--- src/rtl/mult_pkg.sv ---
// Shared types and helpers for the sequential shift-add multiplier.
// Operand magnitudes are computed on a 64-bit carrier, so WIDTH is limited to 64.
package mult_pkg;

  typedef enum logic [1:0] {
    IDLE = 2'd0,
    RUN  = 2'd1,
    FIX  = 2'd2,
    DONE = 2'd3
  } state_t;

  localparam int DEFAULT_WIDTH = 8;
  localparam int MAX_WIDTH     = 64;

  // Counter width needed to count RUN iterations 0 .. w-1.
  function automatic int count_width(input int w);
    return $clog2(w);
  endfunction

  // Callers pass the operand sign-extended (signed) or zero-extended (unsigned);
  // the magnitude of -2^(W-1) comes out as 2^(W-1), which still fits in W bits.
  function automatic logic [MAX_WIDTH-1:0] abs_val(input logic [MAX_WIDTH-1:0] value,
                                                   input logic signed_mode);
    logic [MAX_WIDTH-1:0] result;
    if (signed_mode && value[MAX_WIDTH-1])
      result = ~value + 1'b1;
    else
      result = value;
    return result;
  endfunction

endpackage

--- src/rtl/add_nbit.sv ---
// W-bit ripple-carry adder made of full-adder cells, with carry-in and carry-out.
module add_nbit #(
  parameter int WIDTH = 8
) (
  input  logic [WIDTH-1:0] a,
  input  logic [WIDTH-1:0] b,
  input  logic             cin,
  output logic [WIDTH-1:0] sum,
  output logic             cout
);

  logic [WIDTH:0] carry;

  assign carry[0] = cin;

  for (genvar i = 0; i < WIDTH; i++) begin : g_fa
    assign sum[i]     = a[i] ^ b[i] ^ carry[i];
    assign carry[i+1] = (a[i] & b[i]) | (carry[i] & (a[i] ^ b[i]));
  end

  assign cout = carry[WIDTH];

endmodule

--- src/rtl/seq_multiplier.sv ---
// Sequential shift-add multiplier: magnitudes are multiplied over WIDTH RUN cycles
// and the sign is applied in a single FIX cycle. Handshake is start/busy/done.
module seq_multiplier
  import mult_pkg::*;
#(
  parameter int WIDTH = DEFAULT_WIDTH
) (
  input  logic                 clk,
  input  logic                 rst,
  input  logic                 start,
  input  logic                 is_signed,
  input  logic [WIDTH-1:0]     inp1,
  input  logic [WIDTH-1:0]     inp2,
  output logic                 busy,
  output logic                 done,
  output logic [2*WIDTH-1:0]   product
);

  localparam int CNT_W = count_width(WIDTH);
  localparam logic [CNT_W-1:0] LAST_COUNT = CNT_W'(WIDTH - 1);

  state_t               state;
  logic [CNT_W-1:0]     count;
  logic [WIDTH-1:0]     mcand;
  logic [WIDTH-1:0]     mplier;
  logic [WIDTH-1:0]     acc_hi;
  logic                 sgn_mode;
  logic                 sign_diff;

  logic [MAX_WIDTH-1:0] ext1;
  logic [MAX_WIDTH-1:0] ext2;
  logic [WIDTH-1:0]     addend;
  logic [WIDTH-1:0]     sum;
  logic                 cout;
  logic [2*WIDTH-1:0]   acc_full;
  logic [2*WIDTH-1:0]   acc_neg;

  always_comb begin
    ext1 = MAX_WIDTH'(inp1);
    ext2 = MAX_WIDTH'(inp2);
    if (is_signed) begin
      ext1 = MAX_WIDTH'($signed(inp1));
      ext2 = MAX_WIDTH'($signed(inp2));
    end
  end

  assign addend   = mplier[0] ? mcand : '0;
  assign acc_full = {acc_hi, mplier};
  assign acc_neg  = ~acc_full + 1'b1;

  add_nbit #(.WIDTH(WIDTH)) u_add (
    .a    (acc_hi),
    .b    (addend),
    .cin  (1'b0),
    .sum  (sum),
    .cout (cout)
  );

  // The multiplier register doubles as the low half of the accumulator:
  // each RUN shift drops one consumed multiplier bit and takes in one product bit.
  always_ff @(posedge clk) begin
    if (rst) begin
      state     <= IDLE;
      count     <= '0;
      mcand     <= '0;
      mplier    <= '0;
      acc_hi    <= '0;
      sgn_mode  <= 1'b0;
      sign_diff <= 1'b0;
      product   <= '0;
    end else begin
      case (state)
        IDLE, DONE: begin
          if (start) begin
            sgn_mode  <= is_signed;
            sign_diff <= inp1[WIDTH-1] ^ inp2[WIDTH-1];
            mcand     <= WIDTH'(abs_val(ext1, is_signed));
            mplier    <= WIDTH'(abs_val(ext2, is_signed));
            acc_hi    <= '0;
            count     <= '0;
            state     <= RUN;
          end else begin
            state <= IDLE;
          end
        end
        RUN: begin
          acc_hi <= {cout, sum[WIDTH-1:1]};
          mplier <= {sum[0], mplier[WIDTH-1:1]};
          count  <= count + 1'b1;
          if (count == LAST_COUNT)
            state <= FIX;
        end
        FIX: begin
          product <= (sgn_mode && sign_diff) ? acc_neg : acc_full;
          state   <= DONE;
        end
        default: state <= IDLE;
      endcase
    end
  end

  assign busy = (state == RUN) || (state == FIX);
  assign done = (state == DONE);

endmodule

--- config.mk ---
export PLATFORM = sky130hd
export DESIGN_NAME = seq_multiplier
export DESIGN_NICKNAME = d
export VERILOG_FILES = /design/src/rtl/mult_pkg.sv /design/src/rtl/add_nbit.sv /design/src/rtl/seq_multiplier.sv
export SDC_FILE = /design/constraint.sdc
export NUM_CORES = 1
export LEC_CHECK = 0
export CORE_MARGIN = 2
export CORE_UTILIZATION = 45
export CTS_CLUSTER_SIZE = 25
export DETAILED_ROUTE_END_ITERATION = 8
export GPL_TIMING_DRIVEN = 0
export PLACE_DENSITY = 0.66
export SYNTH_ARGS = -nofsm -noshare
export SYNTH_HDL_FRONTEND = slang
export SYNTH_HIERARCHICAL = 1
export SYNTH_SLANG_ARGS = --single-unit
--- constraint.sdc ---
create_clock -name clk -period 7.5 [get_ports clk]
set_input_delay 1.5 -clock clk [delete_from_list [all_inputs] [get_ports clk]]
set_output_delay 1.5 -clock clk [all_outputs]
set_load 0.01 [all_outputs]
**After elaboration in Yosys (flattened, before gate mapping)**

Index checks and enable logic that the tools add are counted.

- Bits in registers: 47
- Latch bits: 0
- Memory bits (writable): 0
- Bits in read-only memories: 0
- Output and inout bits: 18
- Logic and storage cells: 83
- Memories: 0

- Add/subtract/negate cells: 4
- $mul: 0
- Div/mod/pow operators: 0
- $lt $le $gt $ge: 0
- Eq/ne operators: 6
- Shift-type cells: 0
- Multiplexer cells: 15
- Bitwise logic cells: 41
- Reductions and logical operators: 9

Operators with widths:

| operator | number |
|---|---|
| $mux 64 | 2 |
| $mux 8 | 5 |
| $pmux 8 s2 | 2 |
| $add 16x1->16 const B | 1 |
| $add 8x1->8 const B | 2 |
| $mux 16 | 1 |
| $not 16->16 | 1 |
| $not 8->8 | 2 |
| $xor 1x1->1 | 16 |
| $and 1x1->1 | 15 |
| $or 1x1->1 | 7 |
| $pmux 2 s3 | 1 |
| $pmux 3 s2 | 1 |
| $eq 2x2->1 const B | 2 |
| $ne 2x2->1 const B | 2 |
| $reduce_and 2->1 | 2 |
| $add 3x1->3 const B | 1 |
| $eq 3x3->1 const B | 1 |
| $logic_and 1x1->1 | 3 |
| $mux 3 | 1 |
| $eq 2x1->1 const B | 1 |
| $logic_not 2->1 | 1 |
| $mux 2 | 1 |
| $reduce_bool 2->1 | 1 |
| 3 further kinds | 3 |

**Longest topological paths before layout**

- Depth after elaboration: 17
- Gate-level depth with buffers: 16
- Mapped depth without buffers: 15

**Hierarchy**

The synthesis kept the hierarchy.

By module, submodules not included:

| module | instances | cells an instance | area each (um^2) | seq. area each (um^2) |
|---|---|---|---|---|
| seq_multiplier | 1 | 314 | 2,538.7 | 940.9 |
| add_nbit | 1 | 18 | 197.7 | 0.0 |

**Least setup slack after synthesis**

No wires, ideal clock.

- Path type: reg2reg
- Start: reg mplier[0]
- End: reg acc_hi[6]
- Setup time: 70 ps
- Arrival: 3,854 ps
- Data required time: 7,430 ps
- Slack: 3,575 ps
- Cell stages (with the launch flop): 17
- Path buffers: 1
- Clock period less this slack: 3,925 ps
- Cell sequence: dfxtp_1 > clkbuf_1 > and2_1 > fa_1 > inv_1 > fa_1 > inv_1 > fa_1 > fa_1 > fa_1 > fa_1 > fa_1 > inv_1 > fa_1 > inv_1 > nand3_1 > a21oi_1

- Longest elaborated chain between the ends: 16
- Elaborated cells on any way between the ends: 29

Ends and longest elaborated chain:

| element | RTL line | RTL |
|---|---|---|
| from (decl) | seq_multiplier.sv:25 | `logic [WIDTH-1:0] mplier;` |
| from (signal assigned) | seq_multiplier.sv:78 | `mplier <= WIDTH'(abs_val(ext2, is_signed));` |
| from (signal assigned) | seq_multiplier.sv:88 | `mplier <= {sum[0], mplier[WIDTH-1:1]};` |
| $mux 8 | seq_multiplier.sv:47 | `assign addend = mplier[0] ? mcand : '0;` |
| named net addend[0] | seq_multiplier.sv:32 | `logic [WIDTH-1:0] addend;` |
| $and 1x1->1 (2 in a row) | add_nbit.sv:18 | `assign carry[i+1] = (a[i] & b[i]) \| (carry[i] & (a[i] ^ b[i]));` |
| $or 1x1->1 | add_nbit.sv:18 |  |
| $and 1x1->1 | add_nbit.sv:18 |  |
| $or 1x1->1 | add_nbit.sv:18 |  |
| $and 1x1->1 | add_nbit.sv:18 |  |
| $or 1x1->1 | add_nbit.sv:18 |  |
| $and 1x1->1 | add_nbit.sv:18 |  |
| $or 1x1->1 | add_nbit.sv:18 |  |
| $and 1x1->1 | add_nbit.sv:18 |  |
| $or 1x1->1 | add_nbit.sv:18 |  |
| $and 1x1->1 | add_nbit.sv:18 |  |
| $or 1x1->1 | add_nbit.sv:18 |  |
| $xor 1x1->1 | add_nbit.sv:17 | `assign sum[i] = a[i] ^ b[i] ^ carry[i];` |
| named net sum[7] | seq_multiplier.sv:33 | `logic [WIDTH-1:0] sum;` |
| $pmux 8 s2 | seq_multiplier.sv:72 | `case (state)` |
| to (signal assigned) | seq_multiplier.sv:87 | `acc_hi <= {cout, sum[WIDTH-1:1]};` |
| to (decl) | seq_multiplier.sv:26 | `logic [WIDTH-1:0] acc_hi;` |

The timed path passes the listed nets, and every way through them passes these cells.
A chain may end at the register's enable or synchronous reset.

**Final worst setup path**

Ends and elaborated chain as after synthesis.

==> impl_metrics.tcl <==
set metrics [dict create \
    fin_util_pct 55.9 \
    p_leak_uw 0.00118 \
    p_int_uw 602 \
    start_util_pct 46.5 \
    cp_slowest_cell "fa_1" \
    num_io_pins 38 \
    drv_slew 0 \
    hold_class "reg2reg" \
    hold_path_end "product[13]$_SDFFE_PP0P_" \
    clkTransAtPathRegs_ns 0.09 \
    holdWs_ns 0.451 \
    antenna_found_initial 0 \
    period_share_pct 56.2 \
    port_buffers 36 \
    drive_gt1_share_pct 5.59 \
    die_w_um 82.0 \
    syn_nets 368 \
    htree_levels 2 \
    synth_top_area_cell "dfxtp_1" \
    power.share.switching_pct 41.9 \
    vias 2458 \
    die-area_mm2 0.00672 \
    min_from "product[13]$_SDFFE_PP0P_" \
    ant_nets 0 \
    tns_ns 0 \
    rr_endpoint "acc_hi[6]$_SDFFE_PP0P_" \
    path_buf_inv 5 \
    reg2reg_slack_ns 3.29 \
    overflow 0 \
    die_h_um 82.0 \
    synthCells 332 \
    clock-sinks 47 \
    grt_pass1_wl_mm 10.5 \
    finalPower_uw 1040 \
    antenna_cells 0 \
    synth_top_area_share_pct 34.4 \
    finClkSkew_ns 0.00543 \
    cts_setup_buffers 0 \
    worst_pin_slew_ns 0.549 \
    clk_latency_ns 0.30 \
    routedWlPerCell_um 14.1 \
    rsz0062_at_grt "no" \
    status "finished, final reports clean" \
    peakVddDrop_v 0.000149 \
    critPathKind "reg2reg" \
    cap_viol_max_count 0 \
    numCtsBuffers 5 \
    synth_area_leaders "dfxtp_1, fa_1, xnor2_1" \
    max_stage_delay_ns 0.40 \
    place_congestion 0.784 \
    track_usage_pct 20.7 \
    synth_cell_types 43 \
    cp-startpoint "mplier[0]$_SDFFE_PP0P_" \
    crit_fanout 10 \
    dp_hpwl_mm 4.90 \
    dr.pass1.iters 4 \
    grt_pass1_vias 2138 \
    cts_root_buffer "clkbuf_8" \
    crit_chain "clkbuf_1, and2_1, fa_1, inv_1, fa_1, inv_1, fa_1, fa_1, fa_1, fa_1, fa_1, inv_1, fa_1, inv_1, nand3_1, a21oi_1" \
    cts.path.max_buffers 2 \
    drt-vias-per-instance 5.45 \
    synth-warning-count 6 \
    yosysSeqAreaShare_pct 34.4 \
    drt-initial-drc-count 82 \
    powerDensity_mw_per_mm2 315 \
    cp.arrival_ns 4.45 \
    seqPwrFrac_pct 36.5 \
    num_rows 28 \
    power.switching_uw 434 \
    crit_path_end_kind "flip-flop" \
    ctsHoldBuffers 0 \
    ys_ff_latch 47 \
    grt_max_degree 14 \
    reg2reg_depth 16 \
    whs_path_depth 2 \
    setup_violations 0 \
    core_area_mm2 0.00589 \
    slew_headroom_pct 63.4 \
    fmax_mhz 237 \
    period_needed_ns 4.21 \
    syn_area_per_cell_um2 8.24 \
    r2r-start "mplier[0]$_SDFFE_PP0P_" \
    cts_tree "done" \
    post_cts_resized 0 \
    area_delta_synth_final_pct 20.3 \
    clock_power_share_pct 16.4 \
    drt_wl_total_mm 6.36 \
    power_frac_comb_pct 47.1 \
    hold_viol 0 \
    cp_common_cell "fa_1" \
    crit_required_ns 7.73 \
    nNetsFinal 411 \
    cpLargestDelayFamily "adder cells" \
    synth_area_mm2 0.00274 \
    startpoint_type "flip-flop" \
    drcViolationCount 0 \
]
## layout make-up
type                    instances  area (um^2)
fillers                       568         2590
well taps                      75         93.8
inverters                      24         90.1
multi-input cells             242         1630
flip-flops and latches         47          941
clock buffers                   8          100
plain buffers                  19         78.8
repair buffers                 36          360
## cell families after synthesis
group	synth area share (%)
and+or+nand+nor	23.8
DFF	34.4
muxes	2.29
adders and majority gates	9.51
buffers and inverters	6.17
xor gates and xnor gates	5.76
AOI/OAI and AO/OA	18.0
other	0.137
## sequential cells by signal, summed over array words and instances (netlist names)
| register | flops |
|---|---|
| product | 16 |
| mcand | 8 |
| mplier | 8 |
| sign_diff | 1 |
| count | 3 |
| state | 2 |
| acc_hi | 8 |
| sgn_mode | 1 |
## cell usage in the layout (no fill, tap or decap), types with 2 or more instances in the layout
cell / instances
a211oi_1: 13
a21oi_1: 27
a221oi_1: 2
a311o_1: 2
a311oi_1: 7
a31oi_1: 7
a41oi_1: 2
and2_1: 9
buf_1: 2
buf_2: 6
clkbuf_1: 12
clkbuf_8: 7
clkdlybuf4s50_1: 36
dfxtp_1: 47
fa_1: 8
ha_1: 8
inv_1: 24
mux2_2: 2
mux2i_1: 4
nand2_1: 32
nand2b_1: 6
nand3_1: 17
nand3b_1: 3
nand4_1: 2
nor2_1: 34
nor3_1: 7
nor3b_1: 2
nor4_1: 2
nor4_4: 2
o211ai_1: 3
o21ai_0: 4
o21ai_1: 3
or3_1: 4
or4_1: 2
xnor2_1: 18
## stage by stage
stage          area, um^2  std cells  setup WS [ns]
6_report             3290        451           3.29
5_1_grt              3290        451           3.06
4_1_cts              3290        451           3.26
3_5_place_dp         3190        443           3.29
3_3_place_gp         3190        443           3.33
2_1_floorplan        2740        332           3.58
## routing by layer
| layer | vias to the layer above | wire (um) | GRT usage (%) |
|---|---|---|---|
| met1 | 1146 | 2950 | 26.2 |
| li1 | 1248 | - | - |
| met2 | 58 | 3040 | 35.9 |
| met3 | 6 | 278 | 3.30 |
| met4 | 0 | 82 | 6.50 |
| met5 | - | 0 | 0 |
## worst max path at each step
stage                             end  depth (start not counted)
2_1_floorplan  acc_hi[6]$_SDFFE_PP0P_                         16
3_3_place_gp   acc_hi[6]$_SDFFE_PP0P_                         16
3_5_place_dp   acc_hi[6]$_SDFFE_PP0P_                         16
4_1_cts        acc_hi[6]$_SDFFE_PP0P_                         16
5_1_grt        acc_hi[6]$_SDFFE_PP0P_                         16
6_report       acc_hi[6]$_SDFFE_PP0P_                         16
## power groups by stage
stage	Clock, uW	Combinational [uW]	Sequential [uW]
4_1_cts	175	489	378
6_report	170	488	378
3_3_place_gp	0	483	382
5_1_grt	187	546	388
3_5_place_dp	0	487	384
2_1_floorplan	0	321	382
## cells in the mapped netlist
master    count
a311oi_1      7
and2_1        9
or4_1         2
nor4_4        2
o21ai_1       3
ha_1          8
buf_1         2
a21oi_1      27
dfxtp_1      47
o211ai_1      3
o311ai_1      1
inv_1        24
a31oi_1       7
a21o_1        1
a41oi_1       2
conb_1        1
nor4b_1       1
a221oi_1      2
nor3_1        7
nand4_1       2
mux2_2        2
mux2i_1       4
a211oi_1     13
a21oi_2       1
nand2b_1      6
nand2_1      32
o31ai_1       1
o41ai_1       1
nor3_4        1
nor2_1       34
nor4_1        2
buf_2         6
nor3b_2       1
nand3b_1      3
a311o_1       2
clkbuf_1     11
nand2_2       1
fa_1          8
o21ai_0       4
xnor2_1      18
nand3_1      17
or3_1         4
nor3b_1       2
## worst register-to-register path, cell delays in order (launching register included)
cell      delay, ns
dfxtp_1        0.36
clkbuf_1       0.22
and2_1         0.21
fa_1           0.38
inv_1          0.07
fa_1           0.16
inv_1          0.05
fa_1           0.38
fa_1           0.39
fa_1           0.38
fa_1           0.39
fa_1           0.37
inv_1          0.07
fa_1           0.40
inv_1          0.06
nand3_1        0.07
a21oi_1        0.17
No activity file was read; power rests on OpenSTA's default activity.
